==> src/rtl/int_sqrt_seq.sv <==
// Sequential radix-2 restoring integer square root: one root bit per clock, start/busy/done handshake.
// Optional round-to-nearest root output when INT_SQRT_ROUND_EN is defined.
module int_sqrt_seq #(
    parameter int W = 16
) (
    input  logic           Clk,
    input  logic           Reset,
    input  logic           start,
    input  logic [W-1:0]   X,
    output logic           busy,
    output logic           done,
    output logic [W/2-1:0] root,
    output logic [W/2:0]   rem
);
    localparam int RW  = W / 2;
    localparam int PRW = RW + 2;
    localparam int CW  = (RW > 2) ? $clog2(RW) : 1;

    typedef enum logic [1:0] {IDLE, CALC, DONE} state_t;

    state_t          state, state_nx;
    logic [W-1:0]    op;
    logic [PRW-1:0]  pr;
    logic [RW-1:0]   proot;
    logic [CW-1:0]   cnt;

    logic [PRW-1:0]  pr_sh, trial, pr_nx;
    logic            ge;
    logic [RW-1:0]   root_load;

`ifdef INT_SQRT_ROUND_EN
    // Remainder above the floor root means X sits past the midpoint (r+0.5)^2.
    function automatic logic [RW-1:0] round_root(input logic [RW-1:0] r,
                                                 input logic [RW:0]   rm);
        if ((rm > {1'b0, r}) && (r != {RW{1'b1}}))
            return r + 1'b1;
        return r;
    endfunction

    assign root_load = round_root(proot, pr[RW:0]);
`else
    assign root_load = proot;
`endif

    assign pr_sh = {pr[PRW-3:0], op[W-1:W-2]};
    assign trial = {proot, 2'b01};
    assign ge    = (pr_sh >= trial);
    assign pr_nx = ge ? (pr_sh - trial) : pr_sh;
    assign busy  = (state == CALC);

    always_comb begin
        state_nx = state;
        case (state)
            IDLE:    if (start) state_nx = CALC;
            CALC:    if (cnt == '0) state_nx = DONE;
            DONE:    state_nx = IDLE;
            default: state_nx = IDLE;
        endcase
    end

    always_ff @(posedge Clk or negedge Reset) begin
        if (!Reset) state <= IDLE;
        else        state <= state_nx;
    end

    always_ff @(posedge Clk or negedge Reset) begin
        if (!Reset) begin
            op    <= '0;
            pr    <= '0;
            proot <= '0;
            cnt   <= '0;
            root  <= '0;
            rem   <= '0;
            done  <= 1'b0;
        end else begin
            done <= 1'b0;
            case (state)
                IDLE: begin
                    if (start) begin
                        op    <= X;
                        pr    <= '0;
                        proot <= '0;
                        cnt   <= CW'(RW - 1);
                    end
                end
                CALC: begin
                    op    <= {op[W-3:0], 2'b00};
                    pr    <= pr_nx;
                    proot <= {proot[RW-2:0], ge};
                    if (cnt != '0) cnt <= cnt - 1'b1;
                end
                DONE: begin
                    root <= root_load;
                    rem  <= pr[RW:0];
                    done <= 1'b1;
                end
                default: ;
            endcase
        end
    end
endmodule

==> config.mk <==
export PLATFORM = sky130hd
export DESIGN_NAME = int_sqrt_seq
export DESIGN_NICKNAME = d
export VERILOG_FILES = /design/src/rtl/int_sqrt_seq.sv
export SDC_FILE = /design/constraint.sdc
export NUM_CORES = 1
export LEC_CHECK = 0
export CELL_PAD_IN_SITES_DETAIL_PLACEMENT = 0
export CELL_PAD_IN_SITES_GLOBAL_PLACEMENT = 2
export CORE_ASPECT_RATIO = 1.1
export CORE_MARGIN = 2
export CORE_UTILIZATION = 37
export DETAILED_ROUTE_END_ITERATION = 10
export GPL_TIMING_DRIVEN = 0
export HOLD_SLACK_MARGIN = 0.08
export PLACE_DENSITY = 0.86
export REMOVE_ABC_BUFFERS = 1
export SYNTH_ARGS = -nofsm -noshare
export SYNTH_HDL_FRONTEND = slang
export SYNTH_SLANG_ARGS = --single-unit
==> constraint.sdc <==
create_clock -name Clk -period 5.45 [get_ports Clk]
set_clock_uncertainty 0.05 [all_clocks]
set_input_delay 1.09 -clock Clk [delete_from_list [all_inputs] [get_ports Clk]]
set_output_delay 1.09 -clock Clk [all_outputs]
set_load 0.005 [all_outputs]
# [Yosys cells after proc, flatten, opt, wreduce, memory -nomap -nowiden]
# Cells that the tools add are included.
[classes] add_sub_neg=2 order_cmp=1 eq_ne=5 mux=14 reduce_logical=7
[op_table] operator="16-bit one-hot mux with 2 select lines" count=1
[op_table] operator="9-bit 2-to-1 mux" count=2
[op_table] operator="9-bit one-hot mux with 2 select lines" count=1
[op_table] operator="16-bit 2-to-1 mux" count=1
[op_table] operator="8-bit one-hot mux with 2 select lines" count=1
[op_table] operator="10-bit greater-or-equal comparator" count=1
[op_table] operator="9-bit subtractor" count=1
[op_table] operator="8-bit 2-to-1 mux" count=1
[op_table] operator="3-bit 2-to-1 mux" count=2
[op_table] operator="3-bit one-hot mux with 2 select lines" count=1
[op_table] operator="2-bit 2-to-1 mux" count=2
[op_table] operator="2-bit by 1-bit != test with 1-bit output (second input constant)" count=2
[op_table] operator="2-bit one-hot mux with 2 select lines" count=1
[op_table] operator="2-bit AND reduction" count=2
[op_table] operator="3-bit zero test" count=1
[op_table] operator="3-bit AND reduction" count=1
[op_table] operator="3-bit nonzero test" count=1
[op_table] operator="3-bit by 1-bit subtractor with 3-bit output (second input constant)" count=1
[op_table] operator="2-bit by 1-bit equality test with 1-bit output (second input constant)" count=1
[op_table] operator="2-bit equality test (second input constant)" count=1
[op_table] operator="2-bit zero test" count=1
[op_table] operator="2-bit != test (second input constant)" count=1
[op_table] operator="2-bit nonzero test" count=1
[op_table] operator="1-bit 2-to-1 mux" count=1
[word_totals] reg_bits=56 inputBits=19 elab_cells=37

# [Logic depth before layout (Yosys ltp)]
# Gate-level depths: netlist of run 1.
[logic_depth] word_depth=3 mapped_depth=8 ltp_nobuf=7

# [Least setup slack after synthesis of run 1]
# No wires, ideal clock.
[synth_path] path_type="register to output" from="register state[1]" to="output port busy" arrival_time_ps=888 path_slack_ps=3422 stages_incl_launch_ff=4 n_path_buf=1 path_cell_list="dfrtp_1 -> nand2b_1 -> buf_2 -> clkinv_1"
[synth_via] elab_chain_len=1
[synth_lines] item="start: declaration" line_no="21" rtl="state_t state, state_nx;"
[synth_lines] item="start signal: assignment" line_no="63" rtl="else state <= state_nx;"
[synth_lines] item="2-bit by 1-bit equality test with 1-bit output" line_no="49" rtl="assign busy = (state == CALC);"
[synth_lines] item="end: declaration" line_no="10" rtl="output logic busy,"
# No other way between the ends.

# [Worst setup path after layout of run 1]
[layout_path] from="register state[0]" to="output port busy"
# Same word-level chain as after synthesis.

==> results.txt, run 1 <==
In this run the power density over the cells is 603 nW/um2. Number of buffers on the longest clock path: 2. A synthesized cell averages 9.61 um2. The average wire length per cell after detail routing works out to 13.3 um.

The vertical die dimension came out at 95.0 um. Gates resized during post-CTS repair numbered 0. The run gives 1400 um2 as the sequential standard cell area.

The share of the synthesized area in the top cell type was 50.3%. The flow ran to the end, and the final reports show no timing, DRC or antenna violations. During synthesis, Yosys emitted a total of 0 warnings. The biggest area contributor in the post-synthesis netlist is sky130_fd_sc_hd__dfrtp_1. The count of maximum capacitance violations came out at 0. Classification of the worst setup path: flip-flop to output pin. Initial antenna violation count: 0. The multi-input combinational cells in the finished layout cover a total of 1270 um2. The design draws 2010 uW. Entering global routing, the biggest net connects 34 pins. Setup total negative slack on the finished layout was measured at 0 ps.

Using the TritonRoute via totals, the vias-per-cell ratio works out to 5.10. The final layout contains routed wiring with a total length of 5.47 mm. The floorplan step defined a die boundary enclosing 8240 um2. Counting flops with a built-in enable in the synthesized netlist gives 0. From synthesis to final layout, the design area changed by 19.5%. After routing the design area is 3330 um2.

The worst setup path is captured at an output pin. The root cell of the clock tree was sky130_fd_sc_hd__clkbuf_8. The synthesized design contains 56 register bits. The most used flip-flop cell after synthesis is sky130_fd_sc_hd__dfrtp_1. For this design the static power due to leakage is 0.00152 uW. The count of cell types in the netlist is 41, and the final layout net count is 353. In this run, placement finished with an instance count of 402. The antenna violation net count after detailed routing is 0. Setup violations remaining at the end of the flow were counted as 0. In this run, CTS created clock tree buffers numbering 5.

The run gives 7390 um2 as the area inside the core boundary. Cell internal power was estimated by the tool at 1180 uW. Once the floorplan was initialized, standard cells occupied 37.7% of the core. The first routing iteration left 69 violations. The run gives 0.000204 V as the peak supply drop.

The part of the Yosys area used for sequential elements was 50.3%. The class of the tightest hold or removal check is flip-flop to flip-flop. The tools report the antenna cell count as 0. The total iterations of the first detailed-routing run is 4, and the top achievable clock speed is 250 MHz. For the first-pass GRT wire length, the log shows 9.36 mm. The tools report the number of buffers added for setup after CTS as 0. Per report_power, the combinational group accounts for 52.5% of the total. The smallest clock period supported by the final layout is computed as 3990 ps. Count of pins over their slew limit: 0. The logs give 2850 ps for the arrival time at the worst endpoint and 0 for the final hold violation count. TritonCTS built the clock tree. After floorplanning, the core was divided into 33 placement rows. For the gate count after technology mapping, the log shows 290.

The tree built by TritonCTS fans out to 56 sinks. For the worst-skew pair, the clock arrives at the later sink with an insertion delay of 300 ps. The final core utilization is 45.1%, and the synthesized area is 2790 um2. CTS built an H-tree with a depth of 2. The routed layout has 2091 vias. Of the total power, the clock network draws 11.1%. The tools report the sum of net half-perimeters after detailed placement as 3.84 mm. The count of unresolved DRC violations after routing came out at 0.

The fraction of the cycle the final worst path needs was 73.3%. The logs give 38.7% for the worst relative slew slack and 38 for the I/O pin count. For the hold-fix buffer count after cts, the log shows 0. Setup repair after global routing left no endpoint under its margin.

Fraction of registers with async set/reset: 100%. The switching share of total power was 41.5%. STA classifies the critical path startpoint as a flip-flop.

Excluding fillers, the count of instances in the completed layout stands at 410. After filler insertion, the fill cell instance count of the layout stands at 757. Clock-pin slew was measured on the worst setup and hold paths at 100 ps. Sequential cells account for 36.4% of the total power. The critical path required time was 4310 ps. In the final layout, the share of cells above drive strength 1 is 7.12%.

Transition time at the pin with the least slew margin: 920 ps. The x dimension of the die came out at 86.7 um. Largest fanout on the critical path: 32.

Number of global-route vias before repair: 2018. Input and output buffers added on the ports amount to 37. By area the synthesized netlist is led by sky130_fd_sc_hd__dfrtp_1 50%, sky130_fd_sc_hd__o21ai_0 6.8%, sky130_fd_sc_hd__nand2_1 6.3%.

The last weighted congestion value of the routability-driven placer came out at 0.772. In this run the power spent charging and discharging nets is 834 uW. Global routing finished with a remaining overflow of 0. For the total placed instance area, the log shows 3240 um2. For this run, the total global-route usage over all layers was measured as 14.3%.
-- metal layers --
metal | vias up | part of all wire (%) | GRT usage, %
li1 | 1065 | - | -
met1 | 985 | 46 | 17.7
met2 | 37 | 50 | 25.4
met3 | 4 | 3.3 | 2.86
met4 | 0 | 0.73 | 3.65
met5 | - | 0 | 0
-- cell type report --
cell class                 instances  area share [%]
multi-input combinational        202            38.0
timing repair buffer              39            12.0
clock buffer                       6            2.18
sequential                        56            42.1
inverter                          18            2.03
tap                               87            3.27
clock inverter                     2           0.413
-- cell families after synthesis --
kind of cell | after synthesis | synth area share (%)
AO/OA/AOI/OAI | 83 | 17.3
XOR/XNOR | 6 | 1.89
adder cells (fa/ha/maj) | 12 | 5.39
buffers and inverters | 32 | 4.40
flip-flops | 56 | 50.3
multiplexers | 12 | 4.72
AND/OR/NAND/NOR | 89 | 16.0
-- cells in the mapped netlist (2+ instances only) --
cell	instances
sky130_fd_sc_hd__and3b_1	13
sky130_fd_sc_hd__a21oi_1	23
sky130_fd_sc_hd__o211ai_1	2
sky130_fd_sc_hd__nand3_1	5
sky130_fd_sc_hd__mux2i_1	3
sky130_fd_sc_hd__nor2b_1	3
sky130_fd_sc_hd__a32oi_1	3
sky130_fd_sc_hd__o21ai_0	38
sky130_fd_sc_hd__nand2b_1	3
sky130_fd_sc_hd__o21ai_1	3
sky130_fd_sc_hd__xor2_1	3
sky130_fd_sc_hd__nor2_1	10
sky130_fd_sc_hd__nand2_1	47
sky130_fd_sc_hd__dfrtp_1	56
sky130_fd_sc_hd__inv_1	17
sky130_fd_sc_hd__a211oi_1	2
sky130_fd_sc_hd__mux2_2	9
sky130_fd_sc_hd__buf_2	2
sky130_fd_sc_hd__o311ai_0	2
sky130_fd_sc_hd__clkbuf_1	12
sky130_fd_sc_hd__ha_1	12
sky130_fd_sc_hd__xnor2_1	3
-- placed cells by master (no fill, tap or decap), drive strengths merged, types with 9 or more instances in the layout --
cell	instances
dfrtp	56
ha	12
inv	18
mux2	9
and3b	13
clkdlybuf4s50	36
o21ai	42
nor2	10
a21oi	24
nand2	47
-- worst max-delay path, stage by stage (launching register included) --
cell and delay [ps]:
sky130_fd_sc_hd__dfrtp_1 730, sky130_fd_sc_hd__nand2b_1 700, sky130_fd_sc_hd__clkinv_1 540, sky130_fd_sc_hd__clkdlybuf4s50_1 570
-- state kept, by name, summed over array words and instances (netlist names) --
signal / cells
proot: 8
root: 8
state: 2
op: 16
rem: 9
done: 1
cnt: 3
pr: 9
-- stage by stage --
stage                     hold WS (ps)  worst slack, ps
after global placement             403              942
after global routing               454             1210
final                              416             1460
after CTS                          422             1370
after floorplan                    390             2670
after detailed placement           408             1720
-- path summary, 6_finish.rpt --
path | slack (ps) | startpoint | depth (start not counted) | endpoint
hold reg to reg | 420 | cnt[0]$_DFFE_PN0P_ | 1 | cnt[0]$_DFFE_PN0P_
min in group asynchronous | 730 | Reset | 1 | op[7]$_DFFE_PN0P_
setup reg to reg | 2860 | state[0]$_DFFE_PN0P_ | 4 | pr[6]$_DFFE_PN0P_
setup / recovery | 1460 | state[0]$_DFFE_PN0P_ | 3 | busy
hold / removal | 420 | cnt[0]$_DFFE_PN0P_ | 1 | cnt[0]$_DFFE_PN0P_
max in group asynchronous | 4050 | Reset | 2 | pr[2]$_DFFE_PN0P_
-- power by group through the flow --
stage	clock network [uW]	logic (uW)	registers [uW]
2_1_floorplan	0	761	706
3_3_place_gp	0	1050	737
3_5_place_dp	0	1080	743
4_1_cts	235	1080	734
5_1_grt	252	1220	761
6_report	223	1060	731
No activity file was read; power rests on OpenSTA's default activity.
==> run 2: changes to the inputs <==
Settings changed: CORE_UTILIZATION 37 to 34, PLACE_DENSITY 0.86 to 0.8.
Clock period 5.45 ns to 3.8 ns, I/O delays scaled along.
==> run 2 against run 1 <==
  * Count of clock-buffer cells in the layout down 1
  * Flip-flop and latch count stayed put
  * Sequential power up 44%
  * Critical endpoint unchanged
  * Cell count rose by 5.1%
  * Combinational power rose by 43%
  * Highest routed layer unchanged
  * Hold slack lost 12 ps
  * Via count up 0.33%
  * Global-route usage down 0.77 points
  * Setup slack got worse by 940 ps
  * Design area grew 1.8%
==> results.txt, run 2 (synthesized netlist as in run 1, its figures left out) <==
For the worst flop-to-flop path, the logic depth is 6. The total length of routed wires was 5.65 mm. The run gives 2 as the number of buffers on the longest clock path. The synthesis-to-finish area growth came out at 21.6%. The first global-routing pass estimated 9.90 mm of wire. For the setup slack of the critical path after layout, the log shows 519 ps. Max-cap violations in this run came to 0. Summed over all nets, the half-perimeter wirelength after detailed placement is 4.00 mm.

The largest fanout on the critical path was 19; the hold-fix buffer count after cts was 0. The arrival time at the worst endpoint is 2470 ps. Setup violations remaining at the end of the flow were counted as 0. The count of cells in the finished layout, fillers not included, comes to 431. The I/O pin count was 38; the number of sinks handled by clock tree synthesis was 56. The count of input and output buffers works out to 37. The run gives 310 ps as the clock insertion delay at the later pin of the skew report. At the pin with the least slew margin, the transition time is 1010 ps. The die covers 8940 um2.

For the number of instances resized during post-cts repair, the log shows 0. The run gives 0 as the count of pins over their slew limit. The reg-to-reg critical path startpoint is pr[3]$_DFFE_PN0P_. Entering global routing, the biggest net connects 33 pins. The final hold violation count was 0; the worst reg-to-reg setup slack was 1390 ps. The initial core utilization was 35.2%. The run gives 2144 as the number of global-route vias before repair.

Summed over all cells, the static leakage comes to 0.00154 uW. The initial antenna violation count is 0. Number of placement rows: 34. The first detailed-routing pass took 4 iterations.

Setup repair after global routing left no endpoint under its margin. The CTS clock-pin slew for the worst setup and hold paths was 110 ps. The run finished with clean final reports.

The floorplan step set the die width to 90.3 um. The worst register-to-register path ends at pr[5]$_DFFE_PN0P_. TritonCTS built the clock tree.

The via-per-instance ratio is 4.87, and the average wire length per cell after detail routing is 13.1 um. Cells fill 42.8% of the core in the end. The library cell used most frequently in the layout, excluding fill and tap cells, is sky130_fd_sc_hd__dfrtp_1.

The H-tree was split into 2 levels. The total instance count after detailed placement is 423. STA classifies the critical path startpoint as a flip-flop.

The number of antenna diodes in the final layout is 0. The congestion estimate from routability-driven global placement came to 0.840. Power comes to 2970 uW. The post-layout minimum cycle time is 3280 ps, and the post-placement worst setup slack is 417 ps.

At the worst endpoint, the required time is 2990 ps. For the count of unresolved DRC violations after routing, the log shows 0. In the layout the commonest cells are 55 x sky130_fd_sc_hd__dfrtp_1, 47 x sky130_fd_sc_hd__nand2_1, 38 x sky130_fd_sc_hd__o21ai_0.

The routed design uses 2.81 mm of met2 wire. Based on the critical path, the design can be clocked at up to 305 MHz. The worst setup path is captured at an output pin. Class of the tightest hold or removal check: input pin to async pin. In this run the tightest slew margin relative to its limit is 32.6%. The number of flip-flops in the largest register is 16, and the area inside the core boundary is 7910 um2. The initial DRC count is 71. For this run, the total global-route usage over all layers was measured as 13.5%. The proportion of layout cells with a drive suffix above 1 was 8.05%; the via count was 2098.

The fraction of the cycle the final worst path needs works out to 86.3%. The register name with the most flops is op. The final layout net count is 353.

The setup path with the least slack is of type flip-flop to output pin. The tree is rooted in a sky130_fd_sc_hd__clkbuf_8. The peak supply drop was 0.000269 V. The antenna violation net count after detailed routing was 0. Total grt overflow: 0. The run gives 2.54 mm as the routed metal-1 wire length.

The run gives 242 um as the wire length on met3. After detailed routing, no signal wire sits above met4. Dividing total power by cell area gives a power density of 877 nW/um2. The logs give 0 for the number of buffers added for setup after CTS and 5 for the number of buffers inserted during clock tree synthesis. The largest registers in the layout are op x16, pr x9, rem x9.

The vertical die dimension is 98.9 um. Counting the fill cells in the layout gives 828.
run 2: how the worst max path moves through the flow:
stage,start,end,slack (ps),cells past startpoint
final,state[1]$_DFFE_PN0P_,busy,520,3
after global routing,state[1]$_DFFE_PN0P_,busy,330,3
after detailed placement,state[0]$_DFFE_PN0P_,busy,420,3
after global placement,start,cnt[1]$_DFFE_PN0P_,-420,5
after floorplan,start,cnt[0]$_DFFE_PN0P_,1350,4
after CTS,state[0]$_DFFE_PN0P_,busy,60,3
run 2: metrics by stage:
stage	hold slack (ps)	TNS [ps]	instance area, um2
floorplan	390	0	2730
detailed placement	419	0	3270
finish	404	0	3390
CTS	424	0	3390
global placement	404	-3710	3240
global route	440	0	3390
run 2: per-layer routing:
| layer | vias up | GRT usage (%) |
|---|---|---|
| met5 | - | 0 |
| met4 | 0 | 3.91 |
| met3 | 6 | 3.36 |
| met2 | 43 | 25.1 |
| met1 | 978 | 15.3 |
| li1 | 1071 | - |
run 2: critical path: stages (launching register included):
cell	delay [ps]
sky130_fd_sc_hd__dfrtp_1	690
sky130_fd_sc_hd__nand2b_2	470
sky130_fd_sc_hd__clkinv_1	430
sky130_fd_sc_hd__clkdlybuf4s50_1	570
run 2: final cells by class:
| cell class | instances | area [um2] | area share [%] |
|---|---|---|---|
| flip-flops and latches | 56 | 1400 | 41.4 |
| repair buffers | 39 | 400 | 11.8 |
| multi-input cells | 202 | 1270 | 37.4 |
| inverters | 18 | 67.6 | 1.99 |
| clock buffers | 5 | 68.8 | 2.03 |
| clock inverters | 3 | 46.3 | 1.37 |
| well taps | 108 | 135 | 3.99 |
run 2: power by group:
group	internal, uW	switching [uW]	total, uW	leakage (uW)
logic	706	816	1520	0.000752
registers	850	198	1050	0.000726
clock network	200	203	404	0.0000600
==> run 3: changes to the inputs <==
Settings changed: HOLD_SLACK_MARGIN 0.08 to not set.
==> results of run 3 <==
Final layout, timing and power as in run 2 (identical DEF).
